===== src/rtl/axil_reg_slave.sv =====
// AXI4-Lite slave terminating a bank of NUM_REGS read/write control registers.
// Write and read channels run independently; each holds at most one transaction.
module axil_reg_slave #(
  parameter int DATA_WIDTH = 32,
  parameter int ADDR_WIDTH = 12,
  parameter int NUM_REGS   = 16
) (
  input  logic                           clk,
  input  logic                           reset,
  input  logic [ADDR_WIDTH-1:0]          s_awaddr,
  input  logic                           s_awvalid,
  output logic                           s_awready,
  input  logic [DATA_WIDTH-1:0]          s_wdata,
  input  logic [DATA_WIDTH/8-1:0]        s_wstrb,
  input  logic                           s_wvalid,
  output logic                           s_wready,
  output logic [1:0]                     s_bresp,
  output logic                           s_bvalid,
  input  logic                           s_bready,
  input  logic [ADDR_WIDTH-1:0]          s_araddr,
  input  logic                           s_arvalid,
  output logic                           s_arready,
  output logic [DATA_WIDTH-1:0]          s_rdata,
  output logic [1:0]                     s_rresp,
  output logic                           s_rvalid,
  input  logic                           s_rready,
  output logic [NUM_REGS*DATA_WIDTH-1:0] regs_out,
  output logic [NUM_REGS-1:0]            wr_pulse
);

  localparam int STRB_W = DATA_WIDTH / 8;
  localparam int LSB    = $clog2(STRB_W);
  localparam int IDX_W  = ADDR_WIDTH - LSB;

  localparam logic [1:0] RESP_OKAY   = 2'b00;
  localparam logic [1:0] RESP_SLVERR = 2'b10;

  logic [NUM_REGS-1:0][DATA_WIDTH-1:0] regs_q, regs_d;
  logic [NUM_REGS-1:0]                 wr_pulse_q, wr_pulse_d;
  logic                                aw_held_q, aw_held_d;
  logic                                w_held_q, w_held_d;
  logic [IDX_W-1:0]                    awidx_q, awidx_d;
  logic [DATA_WIDTH-1:0]               wdata_q, wdata_d;
  logic [STRB_W-1:0]                   wstrb_q, wstrb_d;
  logic                                bvalid_q, bvalid_d;
  logic [1:0]                          bresp_q, bresp_d;
  logic                                rvalid_q, rvalid_d;
  logic [1:0]                          rresp_q, rresp_d;
  logic [DATA_WIDTH-1:0]               rdata_q, rdata_d;

  logic             aw_hs, w_hs, ar_hs, commit, w_in_range, r_in_range;
  logic [IDX_W-1:0] ridx;

  // Byte-offset address bits never take part in decode; misaligned accesses alias.
  logic unused_addr_lsbs;
  assign unused_addr_lsbs = ^{s_awaddr[LSB-1:0], s_araddr[LSB-1:0]};

  assign s_awready = !aw_held_q && !bvalid_q;
  assign s_wready  = !w_held_q && !bvalid_q;
  assign s_arready = !rvalid_q;
  assign s_bvalid  = bvalid_q;
  assign s_bresp   = bresp_q;
  assign s_rvalid  = rvalid_q;
  assign s_rresp   = rresp_q;
  assign s_rdata   = rdata_q;
  assign regs_out  = regs_q;
  assign wr_pulse  = wr_pulse_q;

  always_comb begin
    // NOTE: every comb output gets a default first so no path can infer a latch.
    aw_hs = s_awvalid && s_awready;
    w_hs  = s_wvalid && s_wready;
    ar_hs = s_arvalid && s_arready;

    // Effective AW/W: a fresh handshake this cycle, otherwise the held copy.
    awidx_d = aw_hs ? s_awaddr[ADDR_WIDTH-1:LSB] : awidx_q;
    wdata_d = w_hs ? s_wdata : wdata_q;
    wstrb_d = w_hs ? s_wstrb : wstrb_q;

    commit     = (aw_held_q || aw_hs) && (w_held_q || w_hs);
    aw_held_d  = (aw_held_q || aw_hs) && !commit;
    w_held_d   = (w_held_q || w_hs) && !commit;
    w_in_range = 32'(awidx_d) < 32'(NUM_REGS);

    regs_d     = regs_q;
    wr_pulse_d = '0;
    for (int i = 0; i < NUM_REGS; i++) begin
      if (commit && awidx_d == IDX_W'(i) && |wstrb_d) begin
        wr_pulse_d[i] = 1'b1;
        for (int b = 0; b < STRB_W; b++) begin
          if (wstrb_d[b]) regs_d[i][b*8 +: 8] = wdata_d[b*8 +: 8];
        end
      end
    end

    bvalid_d = bvalid_q;
    bresp_d  = bresp_q;
    if (commit) begin
      bvalid_d = 1'b1;
      bresp_d  = w_in_range ? RESP_OKAY : RESP_SLVERR;
    end else if (bvalid_q && s_bready) begin
      bvalid_d = 1'b0;
    end

    // Reads sample regs_q, so a same-edge write to the same register is not seen.
    ridx       = s_araddr[ADDR_WIDTH-1:LSB];
    r_in_range = 32'(ridx) < 32'(NUM_REGS);
    rvalid_d   = rvalid_q;
    rresp_d    = rresp_q;
    rdata_d    = rdata_q;
    if (ar_hs) begin
      rvalid_d = 1'b1;
      rresp_d  = r_in_range ? RESP_OKAY : RESP_SLVERR;
      rdata_d  = '0;
      for (int i = 0; i < NUM_REGS; i++) begin
        if (ridx == IDX_W'(i)) rdata_d = regs_q[i];
      end
    end else if (rvalid_q && s_rready) begin
      rvalid_d = 1'b0;
    end
  end

  // NOTE: the register bank is a handful of flops, not RAM, so it is reset along with the rest.
  always_ff @(posedge clk or negedge reset) begin
    if (!reset) begin
      regs_q     <= '0;
      wr_pulse_q <= '0;
      aw_held_q  <= 1'b0;
      w_held_q   <= 1'b0;
      awidx_q    <= '0;
      wdata_q    <= '0;
      wstrb_q    <= '0;
      bvalid_q   <= 1'b0;
      bresp_q    <= RESP_OKAY;
      rvalid_q   <= 1'b0;
      rresp_q    <= RESP_OKAY;
      rdata_q    <= '0;
    end else begin
      // NOTE: non-blocking assignments so every flop samples pre-edge values.
      regs_q     <= regs_d;
      wr_pulse_q <= wr_pulse_d;
      aw_held_q  <= aw_held_d;
      w_held_q   <= w_held_d;
      awidx_q    <= awidx_d;
      wdata_q    <= wdata_d;
      wstrb_q    <= wstrb_d;
      bvalid_q   <= bvalid_d;
      bresp_q    <= bresp_d;
      rvalid_q   <= rvalid_d;
      rresp_q    <= rresp_d;
      rdata_q    <= rdata_d;
    end
  end

endmodule


===== config.mk =====
export PLATFORM = sky130hd
export DESIGN_NAME = axil_reg_slave
export DESIGN_NICKNAME = d
export VERILOG_FILES = /design/src/rtl/axil_reg_slave.sv
export SDC_FILE = /design/constraint.sdc
export NUM_CORES = 1
export LEC_CHECK = 0
export BUFFER_PORTS_ARGS = -buffer_cell sky130_fd_sc_hd__buf_2
export CAP_MARGIN = 20
export CORE_UTILIZATION = 35
export DETAILED_ROUTE_END_ITERATION = 8
export PLACE_DENSITY = 0.56
export SYNTH_ARGS = -nofsm -noshare
export SYNTH_HDL_FRONTEND = slang
export SYNTH_SLANG_ARGS = --single-unit
export TNS_END_PERCENT = 50

===== constraint.sdc =====
create_clock -name clk -period 5.7 [get_ports clk]
set_input_delay 1.425 -clock clk [delete_from_list [all_inputs] [get_ports clk]]
set_output_delay 1.425 -clock clk [all_outputs]
set_load 0.01 [all_outputs]

Yosys cells after proc, flatten, opt, wreduce, memory -nomap -nowiden
Index checks and enable logic that the tools add are counted.
Word-level totals
  bits in registers: 614
  input port bits: 67
  output and inout bits: 569
Operators by class
  order comparisons: 2
  equality and inequality tests: 30
  mux-type cells: 41
  reduce and logical (&&, ||, !) cells: 118
Operator list (count)
  $mux 32: 17
  $eq 10x4->1 const B: 16
  $reduce_and 2->1: 64
  $eq 10x3->1 const B: 8
  $logic_and 1x1->1: 42
  $eq 10x2->1 const B: 4
  $eq 10x1->1 const B: 2
  $logic_not 10->1: 2
  $lt 10x5->1 const B: 2
  $mux 1: 20
  $mux 10: 1
  $logic_not 1->1: 5
  $mux 2: 2
  $mux 4: 1
  $reduce_bool 2->1: 2
  $reduce_or 4->1: 1
  $logic_or 1x1->1: 2

Logic depth before layout (Yosys ltp)
  depth in word-level cells: 17
  mapped depth: 10
  depth with buffers taken out: 6

Worst setup path after synthesis
OpenSTA, ideal clock, no wires.
  path kind: input to register
  start point: input port s_awvalid
  end point: register regs_q, in the netlist regs_out[409]
  arrival: 3.677 ns
  setup slack: 1.898 ns
  stages on the path: 7
  buffers on the path: 1
  cells stage by stage: or3b_1 > buf_6 > mux2i_2 > a2111oi_4 > nand2_8 > nor2_8 > mux2_4
On the way
  word-level cells in the longest chain between the ends: 6
  elaborated cells between the ends (all ways): 8
Ends and longest elaborated chain
  start, declared: RTL line 11  | input logic s_awvalid,
  $logic_and 1x1->1 *: RTL line 71  | aw_hs = s_awvalid && s_awready;
  $mux 10 or $logic_or 1x1->1 (tied branches): RTL line 76, 80
  $eq 10x4->1 or $logic_and 1x1->1 (tied branches): RTL line 88, 80
  $logic_and 1x1->1 * (2 in a row): RTL line 88  | if (commit && awidx_d == IDX_W'(i) && |wstrb_d) begin
  $reduce_and 2->1 (no source line) *
  end signal, assigned: RTL line 140  | regs_q <= regs_d;
  end, declared: RTL line 38  | logic [NUM_REGS-1:0][DATA_WIDTH-1:0] regs_q, regs_d;
Mark *: on every way between the ends. The rest lies on a longest branch, timed or not.
A chain may end at the register's enable or synchronous reset.

Worst setup path in the final report
  start point: input port s_awvalid
  end point: register regs_q, in the netlist regs_out[225]
On the way
  word-level cells in the longest chain between the ends: 6
  elaborated cells between the ends (all ways): 8
Ends and longest elaborated chain (RTL line)
  $logic_and 1x1->1 *: 71
  $mux 10 or $logic_or 1x1->1 (tied branches): 76, 80
  $eq 10x3->1 or $logic_and 1x1->1 (tied branches): 88, 80
  $logic_and 1x1->1 * (2 in a row): 88
  $reduce_and 2->1 (no source line) *
Marks and branches as above.

==> impl_metrics.py <==
metrics = {
    "run_status": {
        "outcome": "complete, no violations",
    },
    "clock_tree": {
        "cts.sinks": 612,
        "cts_inserted_buffers": 71,
        "postCtsHoldBufs": 0,
        "clockBufferDepth": 3,
        "post_cts_resized": 0,
        "htreeDepth": 3,
        "postCtsSetupBuffers": 0,
        "cts_root_buffer": "clkbuf_16",
        "clock_latency_ns": 0.62,
        "clk_pin_slew_worst_paths_ns": 0.06,
        "cts_tree": "yes",
    },
    "power": {
        "ir_drop_v": 0.000239,
        "total_power_mw": 13.4,
        "p_sw_share_pct": 34.3,
        "p_leak_nw": 18.6,
        "pwr-share-comb_pct": 24.6,
        "switchingPower_mw": 4.61,
        "clkPwrFrac_pct": 35.6,
        "seqPwrFrac_pct": 39.8,
        "powerDensity_nw_per_um2": 378,
        "internal_power_mw": 8.84,
    },
    "route": {
        "avgRoutedWirePerCell_um": 34.1,
        "routed_wl_um": 137000,
        "vias": 23895,
        "first_iter_violations": 2318,
        "vias_per_cell": 5.95,
        "ant_nets": 0,
        "drc": 0,
        "dr.pass1.iters": 7,
    },
    "global_routing": {
        "use_met2_pct": 52.2,
        "grt_pass1_wl_um": 189000,
        "grt_pass1_vias": 23983,
        "overflow": 0,
        "grt_max_degree": 137,
        "top_usage_layer": "met2",
        "antenna_found_initial": 6,
        "use_met3_pct": 8.35,
        "gr-usage-all-layers_pct": 32.7,
        "met1_usage_pct": 42.2,
    },
    "sta": {
        "tightest_slew_ns": 1.10,
        "maxSlewViolCount": 0,
        "period_minus_slack_ns": 4.33,
        "fmax_mhz": 231,
        "hold_viol_final": 0,
        "finalCritPeriodShare_pct": 76.0,
        "setup_viol": 0,
        "clock-skew-final_ns": 0.0256,
        "rsz0062_at_grt": "false",
        "relSlewSlack_pct": 26.8,
        "final.setup.tns_ns": 0,
        "layout_setup_ws_ns": 1.37,
    },
    "final_layout": {
        "multi_input_area_um2": 12400,
        "area_delta_synth_final_pct": 25.7,
        "fillers": 7474,
        "drive_above_1_share_pct": 50.8,
        "regArea_um2": 15300,
        "design_area_um2": 35500,
        "final_cells": 4015,
        "fin_nets": 2974,
    },
    "setup_path": {
        "end_kind": "flip-flop",
        "rrSetupSlack_ns": 1.75,
        "reg2reg_to": "regs_out[225]$_DFFE_PN0P_",
        "r2r-start": "s_bvalid$_DFFE_PN0P_",
        "worstPathArrival_ns": 4.83,
        "crit_required_ns": 6.20,
        "crit_type": "in2reg",
        "crit_fanout": 20,
        "cpMaxStageDelayCell": "nor2_2",
        "path_cells": "buf_2, or3b_1, mux2i_1, or3_1, nor2_2, nand2_1, mux2_2",
        "startpoint_type": "input port",
        "reg2reg_depth": 6,
        "cpPeakStageDelay_ns": 0.72,
    },
    "floorplanning": {
        "initial_core_util_pct": 35.6,
        "dieArea_um2": 81900,
        "row_count": 103,
        "boundaryPins": 636,
        "die-height_um": 286,
        "coreArea_um2": 79500,
        "die_w_um": 286,
    },
    "placed_design": {
        "hpwl_um": 96600,
        "place_congestion": 0.894,
        "port_buffers": 629,
        "place_ws_ns": 0.895,
        "place_area_um2": 33100,
        "dp_cells": 3884,
    },
    "synthesis": {
        "synthCells": 2246,
        "yosysSeqAreaShare_pct": 54.2,
        "synthFlopType": "dfrtp_1",
        "yosysMostFrequentCell": "dfrtp_1",
        "synthesis.area_um2": 28300,
        "synth_area_leader_cell": "dfrtp_1",
        "synth-edff-count": 0,
        "yosys_warnings": 0,
        "synth_area_leaders": "dfrtp_1 (54%), mux2_2 (22%), mux2i_1 (2.1%)",
        "synthArstFlopShare_pct": 100,
        "synth_common_cells": "dfrtp_1 (612), mux2_2 (557), nand2_1 (119), clkbuf_1 (110), nor2_1 (88)",
        "avgSynthCellArea_um2": 12.6,
        "synth_top_area_share_pct": 54.2,
        "synth-seq-cells": 612,
        "ys_types": 78,
    },
    "hold_path": {
        "hold_class": "reg2reg",
        "min_to": "awidx_q[9]$_DFF_PN0_",
        "hp-start": "awidx_q[9]$_DFF_PN0_",
        "whs_path_depth": 2,
    },
    "run": {
        "max_cap_viol_count": 0,
    },
}
==> power groups by stage <==
| stage | sequential (mW) | clock, mW | combinational, mW |
|---|---|---|---|
| detailed placement | 5.41 | 0 | 3.28 |
| global route | 5.41 | 5.01 | 3.50 |
| floorplan | 5.49 | 0 | 1.64 |
| CTS | 5.33 | 4.83 | 3.29 |
| global placement | 5.37 | 0 | 3.22 |
| finish | 5.35 | 4.79 | 3.31 |
==> routing by layer <==
metal	routed length, um	part of all wire, %
met1	55500	41
met2	63100	46
met3	11600	8.5
met4	6480	4.7
met5	46	0.034
==> how the worst max path moves through the flow <==
stage	from	to	slack, ns	cells after the start
detailed placement	s_wvalid	regs_out[117]$_DFFE_PN0P_	0.89	7
finish	s_awvalid	regs_out[225]$_DFFE_PN0P_	1.37	7
floorplan	s_awvalid	regs_out[409]$_DFFE_PN0P_	1.90	7
global placement	s_wvalid	regs_out[231]$_DFFE_PN0P_	0.91	7
global route	s_wvalid	regs_out[224]$_DFFE_PN0P_	1.37	7
CTS	s_awvalid	regs_out[163]$_DFFE_PN0P_	1.53	7
==> critical path: cells and delay by family <==
family | cells | cell delay, ns
buffers and inverters | 1 | 0.10
multiplexers | 2 | 0.72
AND/OR/NAND/NOR | 4 | 2.56
==> registers in the layout, indices dropped and copies added (netlist names) <==
name       flops
wdata_q       32
wstrb_q        4
regs_out     512
s_bresp        1
s_rdata       32
s_rvalid       1
w_held_q       1
aw_held_q      1
s_bvalid       1
awidx_q       10
s_rresp        1
wr_pulse      16
==> placed cells by master, fill, tap and decap left out, types with 19 or more instances in the layout <==
cell         n
buf_4      101
nand2_1    119
buf_2      625
mux2i_1     58
nor3_1      28
nand4_1     20
a21oi_1     72
clkbuf_16   74
nand3_1     22
mux2_2     557
nor2_1      87
dfrtp_1    612
o221ai_1    27
a31oi_1     19
o22ai_1     57
o21ai_0     85
==> metrics by stage <==
step	util (%)	hold WS, ns
2_1_floorplan	-	0.446
6_report	44.7	0.484
3_5_place_dp	41.6	0.464
3_3_place_gp	41.6	0.469
5_1_grt	44.7	0.494
4_1_cts	44.7	0.483
==> logic make-up after synthesis <==
family / synth area share (%)
other: 0.0133
flip-flops: 54.2
AND/OR/NAND/NOR: 7.44
AO/OA/AOI/OAI: 10.2
multiplexers: 25.8
buffers and inverters: 2.36
==> final cells by class <==
| class | count | area share [%] |
|---|---|---|
| Tap cell | 1050 | 3.70 |
| Timing Repair Buffer | 735 | 11.4 |
| Multi-Input combinational cell | 1469 | 34.8 |
| Clock buffer | 96 | 5.70 |
| Inverter | 18 | 0.190 |
| Clock inverter | 33 | 1.13 |
| Sequential cell | 612 | 43.1 |
| Antenna cell | 2 | 0.0141 |
(Power assumes the default switching activity.)
